--- config.mk ---
export PLATFORM = sky130hd
export DESIGN_NAME = pc_fetch_unit
export DESIGN_NICKNAME = d
export VERILOG_FILES = /design/src/rtl/pc_fetch_unit.sv
export SDC_FILE = /design/constraint.sdc
export NUM_CORES = 1
export LEC_CHECK = 0
export BUFFER_PORTS_ARGS = -buffer_cell sky130_fd_sc_hd__buf_4
export CAP_MARGIN = 20
export CORE_ASPECT_RATIO = 1.1
export CORE_UTILIZATION = 47
export DETAILED_ROUTE_END_ITERATION = 12
export PLACE_DENSITY = 0.93
export SYNTH_ARGS = -nofsm -noshare
export SYNTH_HDL_FRONTEND = slang
export SYNTH_SLANG_ARGS = --single-unit
--- constraint.sdc ---
create_clock -name Clk -period 2.69 [get_ports Clk]
set_input_delay 0.269 -clock Clk [delete_from_list [all_inputs] [get_ports Clk]]
set_output_delay 0.269 -clock Clk [all_outputs]
set_load 0.05 [all_outputs]
--- src/rtl/pc_fetch_unit.sv ---
// Program-counter register and instruction-fetch sequencer: drives a ready-based
// instruction-memory handshake and holds one fetched word for decode.
module pc_fetch_unit #(
  parameter logic [31:0] RESET_PC   = 32'h0000_0000,
  parameter int          WAIT_LIMIT = 16
) (
  input  logic        Clk,
  input  logic        Clrn,
  input  logic [31:0] npc,
  input  logic        flush,
  output logic [31:0] pc,
  output logic [31:0] pc4,
  output logic        imem_req,
  output logic [31:0] imem_addr,
  input  logic        imem_ready,
  input  logic [31:0] imem_rdata,
  output logic        if_valid,
  input  logic        if_ready,
  output logic [31:0] if_inst,
  output logic [31:0] if_pc,
  output logic        imem_err
);

  typedef enum logic [1:0] {
    S_BOOT  = 2'd0,
    S_FETCH = 2'd1,
    S_ERR   = 2'd2
  } state_t;

  function automatic logic [31:0] word_align(input logic [31:0] addr);
    return {addr[31:2], 2'b00};
  endfunction

  localparam logic [31:0] RESET_PC_A = {RESET_PC[31:2], 2'b00};
  localparam logic [7:0]  WAIT_LIM   = 8'(WAIT_LIMIT);

  state_t      state_q;
  logic [31:0] pc_q;
  logic [31:0] if_inst_q;
  logic [31:0] if_pc_q;
  logic        if_valid_q;
  logic        err_q;
  logic [7:0]  wait_q;

  logic [31:0] pc_d;
  logic [7:0]  wait_d;
  logic        req;
  logic        complete;
  logic        drain;

  // A full buffer that decode is not taking blocks new requests.
  assign req      = (state_q == S_FETCH) && (!if_valid_q || if_ready) && !flush;
  assign complete = req && imem_ready;
  assign drain    = if_valid_q && if_ready;
  assign pc_d     = word_align(npc);
  assign wait_d   = wait_q + 8'd1;

  always_ff @(posedge Clk or negedge Clrn) begin
    if (!Clrn) begin
      state_q    <= S_BOOT;
      pc_q       <= RESET_PC_A;
      if_inst_q  <= 32'h0;
      if_pc_q    <= 32'h0;
      if_valid_q <= 1'b0;
      err_q      <= 1'b0;
      wait_q     <= 8'h0;
    end else begin
      case (state_q)
        S_BOOT: begin
          state_q <= S_FETCH;
          if (flush) begin
            pc_q       <= pc_d;
            if_valid_q <= 1'b0;
            wait_q     <= 8'h0;
          end else if (drain) begin
            if_valid_q <= 1'b0;
          end
        end
        S_FETCH: begin
          if (flush) begin
            // Redirect wins over any same-cycle memory response or acceptance.
            pc_q       <= pc_d;
            if_valid_q <= 1'b0;
            wait_q     <= 8'h0;
          end else if (complete) begin
            if_inst_q  <= imem_rdata;
            if_pc_q    <= pc_q;
            if_valid_q <= 1'b1;
            pc_q       <= pc_d;
            wait_q     <= 8'h0;
          end else begin
            if (drain) begin
              if_valid_q <= 1'b0;
            end
            if (req) begin
              wait_q <= wait_d;
              if (wait_d == WAIT_LIM) begin
                state_q <= S_ERR;
                err_q   <= 1'b1;
              end
            end
          end
        end
        S_ERR: begin
          if (drain) begin
            if_valid_q <= 1'b0;
          end
        end
        default: begin
          state_q <= S_ERR;
          err_q   <= 1'b1;
        end
      endcase
    end
  end

  assign pc        = pc_q;
  assign pc4       = pc_q + 32'd4;
  assign imem_req  = req;
  assign imem_addr = pc_q;
  assign if_valid  = if_valid_q;
  assign if_inst   = if_inst_q;
  assign if_pc     = if_pc_q;
  assign imem_err  = err_q;

endmodule

==> impl_metrics.ini, run 1 <==
[floorplanning]
die-area_um2 = 11000
ioPinCount = 232
die_x_um = 100
start_util = 0.481
rows = 39
core_um2 = 10300
fp.dieH_um = 110

[cts]
numCtsBuffers = 9
cts_root_buffer = clkbuf_16
cts_tree = built
clkTransAtPathRegs_ns = 0.07
cts.path.max_buffers = 2
htreeDepth = 3
clock_sinks = 104
post_cts_buffers = 0
insertion_delay_ns = 0.33

[timing]
setup_ws_ns = 0.142
tightestPinTransition_ns = 0.663
grt_setup_unrepaired = no
hold_slack_ns = 0.159
final_hold_viol_count = 0
period_share = 0.947
finalSetupViolCount = 0
fin_crit_ns = 2.55
slew_headroom = 0.558
drv_slew = 0
max_freq_ghz = 0.392
fin_setup_tns_ns = 0
skew_ns = 0.00501

[worst_setup_path]
r2r-start = state_q[1]
end_kind = primary output
required_ns = 2.42
path_class = register to primary output
reg2reg_slack_ns = 0.43
worstPathArrival_ns = 2.28
r2r-end = imem_addr[8]
crit_path_start_kind = register
cp_max_fo = 6
reg2regPathDepth = 8

[place]
place_area_um2 = 6720
dp_hpwl_mm = 9.15
place_congestion = 0.785
dp_slack_ns = 0.240
io_buffers = 221

[synth]
synth_seq_area_share = 0.523
ys_types = 39
syn_avg_cell_area_um2 = 12.5
synth_ff_type = dfrtp_1
async_flop_share = 1.00
synth_area_um2 = 4980
synth_cells = 399
synth_edf_count = 0
synth-seq-cells = 104
yosys_warnings = 0

[final_layout]
multi_input_area_um2 = 2180
regArea_um2 = 2620
antenna_cells = 0
final_core_util = 0.681
syn2layout_area_growth_pct = 41.6
final_cell_area_um2 = 7040
drive_gt1_frac = 0.610
nFillCells = 765
fin_nets = 673

[global_route]
track_usage = 0.225
grt_max_degree = 57
antenna_found_initial = 0
grt_pass1_wl_mm = 19.0
grt_overflow = 0
grt_pass1_vias = 3873

[routing]
via_count = 3857
drc = 0
wl_per_cell_um = 16.5
postRouteAntennaNets = 0
firstDrtPassIters = 4
viasPerCell = 5.17
wirelength_mm = 12.3
drt_iter0_markers = 175

[pwr]
ir_drop_mv = 0.296
cellPowerDensity_nw_per_um2 = 422
leakage_nw = 3.84

[outcome]
status = completed

[hold_path]
hold_class = input pin to register
min_from = imem_rdata[3]
whs_endpoint = if_inst[3]
hold_path_depth = 2

[run]
maxCapViolCount = 0
flip-flops by register name, summed over array words and instances, names as in the netlist:
signal,cells
if_inst,32
if_pc,30
imem_addr,30
wait_q,8
state_q,2
if_valid,1
imem_err,1
Yosys cell counts, types with 2 or more instances:
library cell,count,share of area
or3_1,2,0.0025
and4_1,5,0.0088
and3_1,6,0.0075
and2_1,3,0.0038
dfrtp_1,104,0.52
ha_1,6,0.015
buf_2,8,0.0080
buf_4,38,0.057
mux2_2,91,0.21
a21oi_1,4,0.0040
clkbuf_1,6,0.0045
nand4_1,8,0.010
a21o_1,2,0.0030
xor2_1,7,0.012
nor2_1,8,0.0060
nand2_1,21,0.016
nor2b_1,7,0.0088
a22o_1,2,0.0035
xnor2_1,22,0.039
nand3_1,11,0.011
o21ai_0,13,0.013
inv_1,4,0.0030
o31ai_1,4,0.0060
nor3_1,2,0.0020
cell families after synthesis:
family | count (synthesis) | share of synthesized area
DFF | 104 | 0.523
muxes | 91 | 0.206
and+or+nand+nor | 79 | 0.0870
buffers and inverters | 56 | 0.0729
AOI/OAI and AO/OA | 33 | 0.0443
xor gates and xnor gates | 29 | 0.0510
adders and majority gates | 6 | 0.0151
other | 1 | 0.000754
routing by layer:
metal,part of all wire,track usage,wire [um],vias to the layer above
met5,0,0,0,-
met4,0.024,0.106,297,0
met3,0.068,0.0483,833,23
met2,0.52,0.402,6370,208
met1,0.39,0.258,4810,1869
li1,-,-,-,1757
critical path, stage by stage (launching register included):
cell and delay [ns]:
dfrtp_1 0.46, nand3_1 0.22, nor4_2 0.29, nor2b_2 0.27, nand4_1 0.27, xnor2_2 0.20, buf_4 0.23
what timing repair did:
item / 4_1_cts / 5_1_grt
gates resized for setup: 1 / 13
hold endpoints to repair: 48 / 0
pin swaps: 0 / 0
setup endpoints to repair: 3 / 8
hold buffers: 1 / 0
power by group:
| part | internal [mW] | switching [mW] | leakage [nW] |
|---|---|---|---|
| clock | 0.717 | 0.558 | 0.138 |
| combinational | 0.0653 | 0.0719 | 2.27 |
| sequential | 1.56 | 0 | 1.43 |
| total | 2.35 | 0.630 | 3.84 |
final cells by class:
class | count | share of cell area
clock buffers | 10 | 0.0325
clock inverters | 6 | 0.00853
inverters | 4 | 0.00213
multi-input cells | 246 | 0.310
flip-flops and latches | 104 | 0.371
well taps | 143 | 0.0254
repair buffers | 233 | 0.250
worst max-delay path by stage:
stage	startpoint	endpoint	slack, ns	cells past startpoint
floorplan	imem_addr[3]	pc4[18]	-0.15	7
global placement	imem_addr[2]	pc4[22]	0.33	7
detailed placement	imem_addr[2]	pc4[22]	0.24	7
CTS	imem_addr[2]	pc4[22]	0.007	7
global route	imem_addr[5]	pc4[19]	0.006	7
finish	imem_addr[15]	pc4[31]	0.14	6
layout by cell type, fill, tap and decap left out, types with 3 or more instances in the layout:
| cell type | count |
|---|---|
| dfrtp_2 | 10 |
| conb_1 | 8 |
| mux2_2 | 91 |
| and3_1 | 6 |
| xnor2_1 | 10 |
| and2_1 | 3 |
| nand4_1 | 8 |
| nand2_1 | 21 |
| xnor2_2 | 10 |
| o21ai_0 | 13 |
| a21oi_1 | 4 |
| nor2_1 | 7 |
| clkinv_2 | 3 |
| and4_1 | 5 |
| xor2_1 | 6 |
| ha_1 | 6 |
| buf_4 | 231 |
| clkbuf_16 | 9 |
| nand3_1 | 10 |
| inv_1 | 4 |
| dfrtp_1 | 94 |
| o31ai_1 | 4 |
| nor2b_1 | 5 |
metrics by stage:
| stage | power, mW | std cells |
|---|---|---|
| finish | 2.97 | 746 |
| CTS | 3.01 | 746 |
| detailed placement | 1.73 | 729 |
| global route | 3.07 | 746 |
| global placement | 1.73 | 729 |
| floorplan | 1.63 | 406 |
(Power assumes the default switching activity.)
==> run 2: changes to the inputs <==
Settings changed: CELL_PAD_IN_SITES_DETAIL_PLACEMENT set to 1, CELL_PAD_IN_SITES_GLOBAL_PLACEMENT set to 2, CORE_ASPECT_RATIO 1.1 to 1.25, CORE_UTILIZATION 47 to 29.
Clock period 2.69 ns to 2.5 ns, I/O delays scaled along.
==> impl_metrics.ini, run 2 (synthesized netlist as in run 1, its figures left out) <==
[outcome]
status = completed

[global_route]
antenna_found_initial = 0
grt_overflow = 0
grt_pass1_vias = 4267
grt_pass1_wl_mm = 22.2
track_usage = 0.162
grt_max_degree = 51

[final_layout]
largest_register_ffs = 32
final_core_util = 0.446
regArea_um2 = 2610
drive_gt1_frac = 0.639
final_cell_mix = buf_4 (246), dfrtp_1 (95), mux2_2 (91)
final_cells = 844
mostFrequentLayoutCell = buf_4
nFillCells = 1795
final_cell_area_um2 = 7480
syn2layout_area_growth_pct = 50.2
fin_nets = 694
antenna_cells = 0
multi_input_area_um2 = 2280

[worst_setup_path]
crit_path_start_kind = register
reg2reg_slack_ns = 0.29
path_class = register to primary output
required_ns = 2.25
worstPathArrival_ns = 2.19
cp_max_fo = 7
end_kind = primary output

[timing]
drv_slew = 0
setup_ws_ns = 0.0559
fin_crit_ns = 2.44
finalSetupViolCount = 0
hold_slack_ns = 0.122
slew_headroom = 0.571
fin_setup_tns_ns = 0
skew_ns = 0.0101
tightestPinTransition_ns = 0.643
period_share = 0.978
final_hold_viol_count = 0
grt_setup_unrepaired = yes
max_freq_ghz = 0.409

[floorplanning]
ioPinCount = 232
die_x_um = 119
core_um2 = 16800
fp.dieH_um = 148
die-area_um2 = 17700
start_util = 0.297
rows = 53

[place]
dp_hpwl_mm = 10.7
dp_cells = 817
dp_slack_ns = 0.205
place_congestion = 0.782
place_area_um2 = 6970
io_buffers = 221

[routing]
wl_per_cell_um = 17.1
drt_iter0_markers = 81
viasPerCell = 4.61
drc = 0
wirelength_mm = 14.4
via_count = 3890
firstDrtPassIters = 4
postRouteAntennaNets = 0

[pwr]
power_mw = 3.41
leakage_nw = 4.01
ir_drop_mv = 0.241
cellPowerDensity_nw_per_um2 = 457

[hold_path]
hold_class = input pin to register

[cts]
cts.path.max_buffers = 2
htreeDepth = 3
clock_sinks = 104
cts_root_buffer = clkbuf_16
clkTransAtPathRegs_ns = 0.08
cts_tree = built
insertion_delay_ns = 0.35
numCtsBuffers = 9

[run]
maxCapViolCount = 0
[run 2: changes by cell type in the layout (fill, tap and decap cells not counted), sizes merged]
cell,change
clkinvlp,-2
bufinv,+1
buf,+21
inv,+4
clkinv,-2
clkbuf,-1
[run 2: per-layer routing]
metal / vias up / wire length (um) / track usage
met5: - / 0 / 0
met4: 0 / 366 / 0.0778
met3: 23 / 796 / 0.0391
met2: 147 / 7930 / 0.306
met1: 1929 / 5340 / 0.167
li1: 1791 / - / -
[run 2: what timing repair did]
action | in CTS | in global routing
buffers inserted | 4 | 6
pin swaps | 4 | 3
hold buffers | 1 | 0
endpoints found under the setup margin | 11 | 6
resized for setup | 13 | 9
endpoints found under the hold margin | 29 | 0
[run 2: critical path: stages, from the launching register on]
cell	delay, ns
dfrtp_2	0.42
nand4_1	0.22
nor4_4	0.34
nor2b_4	0.20
nand4_1	0.24
xnor2_4	0.24
buf_6	0.18
[run 2: report_power, final]
group          switching (mW)  leakage, nW  internal [mW]
Combinational          0.0781         2.41         0.0713
Sequential                  0         1.43           1.68
Clock                   0.683        0.164          0.901
[run 2: layout make-up]
cell class | instances | share of cell area
inverters | 4 | 0.00201
flip-flops and latches | 104 | 0.350
multi-input cells | 246 | 0.306
clock buffers | 9 | 0.0301
well taps | 220 | 0.0368
clock inverters | 7 | 0.0146
repair buffers | 254 | 0.261
[run 2: path summary, 6_finish.rpt]
kind                       depth (start not counted)       endpoint           start
hold / removal                                     2    if_inst[17]  imem_rdata[17]
setup / recovery                                   6        pc4[31]   imem_addr[17]
max in group asynchronous                          3  imem_addr[21]            Clrn
hold reg to reg                                    1       imem_err        imem_err
min in group asynchronous                          2     if_inst[9]            Clrn
setup reg to reg                                   8  imem_addr[27]      state_q[1]
==> run 3: changes to the inputs <==
Settings changed: CORE_ASPECT_RATIO 1.25 to 1.4.
==> impl_metrics.ini, run 3 (synthesized netlist as in run 1, its figures left out) <==
[floorplanning]
core_um2 = 16700
start_util = 0.297
ioPinCount = 232
die-area_um2 = 17700
rows = 56
die_x_um = 113
fp.dieH_um = 157

[worst_setup_path]
worstPathArrival_ns = 2.15
path_class = register to primary output
required_ns = 2.25
cp_max_fo = 5
crit_path_start_kind = register
end_kind = primary output

[cts]
cts.path.max_buffers = 2
htreeDepth = 3
insertion_delay_ns = 0.34
numCtsBuffers = 9
clkTransAtPathRegs_ns = 0.08
clock_sinks = 104
cts_root_buffer = clkbuf_16
cts_tree = built

[final_layout]
antenna_cells = 0
fin_nets = 686
final_cell_mix = buf_4 (237), dfrtp_1 (93), mux2_2 (91)
syn2layout_area_growth_pct = 47.9
mostFrequentLayoutCell = buf_4
largest_register_ffs = 32
drive_gt1_frac = 0.636

[timing]
drv_slew = 0
setup_ws_ns = 0.103
period_share = 0.959
fin_crit_ns = 2.40
fin_setup_tns_ns = 0
slew_headroom = 0.590
final_hold_viol_count = 0
tightestPinTransition_ns = 0.615
skew_ns = 0.0104
max_freq_ghz = 0.417
finalSetupViolCount = 0

[routing]
wirelength_mm = 14.1
drc = 0
via_count = 3881
wl_per_cell_um = 17.2
firstDrtPassIters = 4
postRouteAntennaNets = 0
drt_iter0_markers = 91
viasPerCell = 4.74

[place]
dp_hpwl_mm = 10.9
dp_slack_ns = 0.228
io_buffers = 221
place_congestion = 0.759

[pwr]
power_mw = 3.33
leakage_nw = 3.96
ir_drop_mv = 0.307
cellPowerDensity_nw_per_um2 = 452

[global_route]
antenna_found_initial = 0
track_usage = 0.158
grt_pass1_vias = 4199
grt_pass1_wl_mm = 21.6
grt_max_degree = 51
grt_overflow = 0

[run]
maxCapViolCount = 0

[outcome]
status = completed

[hold_path]
hold_class = input pin to register
[run 3: changes by cell type in the layout (fill, tap and decap cells not counted), sizes merged]
cell and change:
buf -8, bufinv -1, clkinv +1
[run 3: worst max-delay path, stage by stage (launching register included)]
cell	delay [ns]
dfrtp_2	0.41
ha_1	0.24
and4_2	0.29
and3_2	0.25
buf_4	0.16
nand4_1	0.13
xnor2_2	0.12
buf_4	0.22
[run 3: final timing paths]
kind / start / slack [ns] / cells after the start / to
setup / recovery: imem_addr[2] / 0.10 / 7 / pc4[30]
hold / removal: imem_rdata[23] / 0.13 / 2 / if_inst[23]
setup reg to reg: state_q[1] / 0.31 / 8 / imem_addr[19]
hold reg to reg: imem_err / 0.46 / 1 / imem_err
max in group asynchronous: Clrn / 1.38 / 3 / imem_addr[9]
min in group asynchronous: Clrn / 0.41 / 2 / imem_addr[23]
[run 3: stage by stage]
step / hold slack, ns / instances / utilization / cell area, um2
detailed placement: 0.246 / 797 / 0.414 / 6930
finish: 0.127 / 819 / 0.439 / 7360
global route: 0.114 / 819 / 0.439 / 7360
CTS: 0.113 / 817 / 0.436 / 7310
global placement: 0.235 / 797 / 0.414 / 6930
floorplan: -0.0456 / 406 / - / 5180
[run 3: power breakdown]
group / internal, mW / leakage [nW] / switching [mW] / total [mW]
Sequential: 1.68 / 1.43 / 0 / 1.68
Combinational: 0.0713 / 2.37 / 0.0779 / 0.149
Clock: 0.809 / 0.157 / 0.691 / 1.50
[run 3: layer usage]
| layer | vias up | global-route usage | share of wire |
|---|---|---|---|
| met2 | 157 | 0.297 | 0.55 |
| met3 | 20 | 0.0443 | 0.069 |
| met4 | 0 | 0.0667 | 0.025 |
| li1 | 1774 | - | - |
| met5 | - | 0 | 0 |
| met1 | 1930 | 0.164 | 0.36 |
[run 3: what timing repair did]
item,in CTS,in global routing
hold buffers,1,0
gates resized for setup,8,12
setup buffers,3,2
endpoints found under the setup margin,13,14
endpoints found under the hold margin,34,0
pin swaps,1,1
[run 3: cell type report]
cell class                 instances  area, um2
inverter                           4       15.0
multi-input combinational        246       2260
sequential                       104       2620
timing repair buffer             246       1900
tap                              203        254
clock inverter                     7       95.1
clock buffer                       9        225
fill                            1806       9390
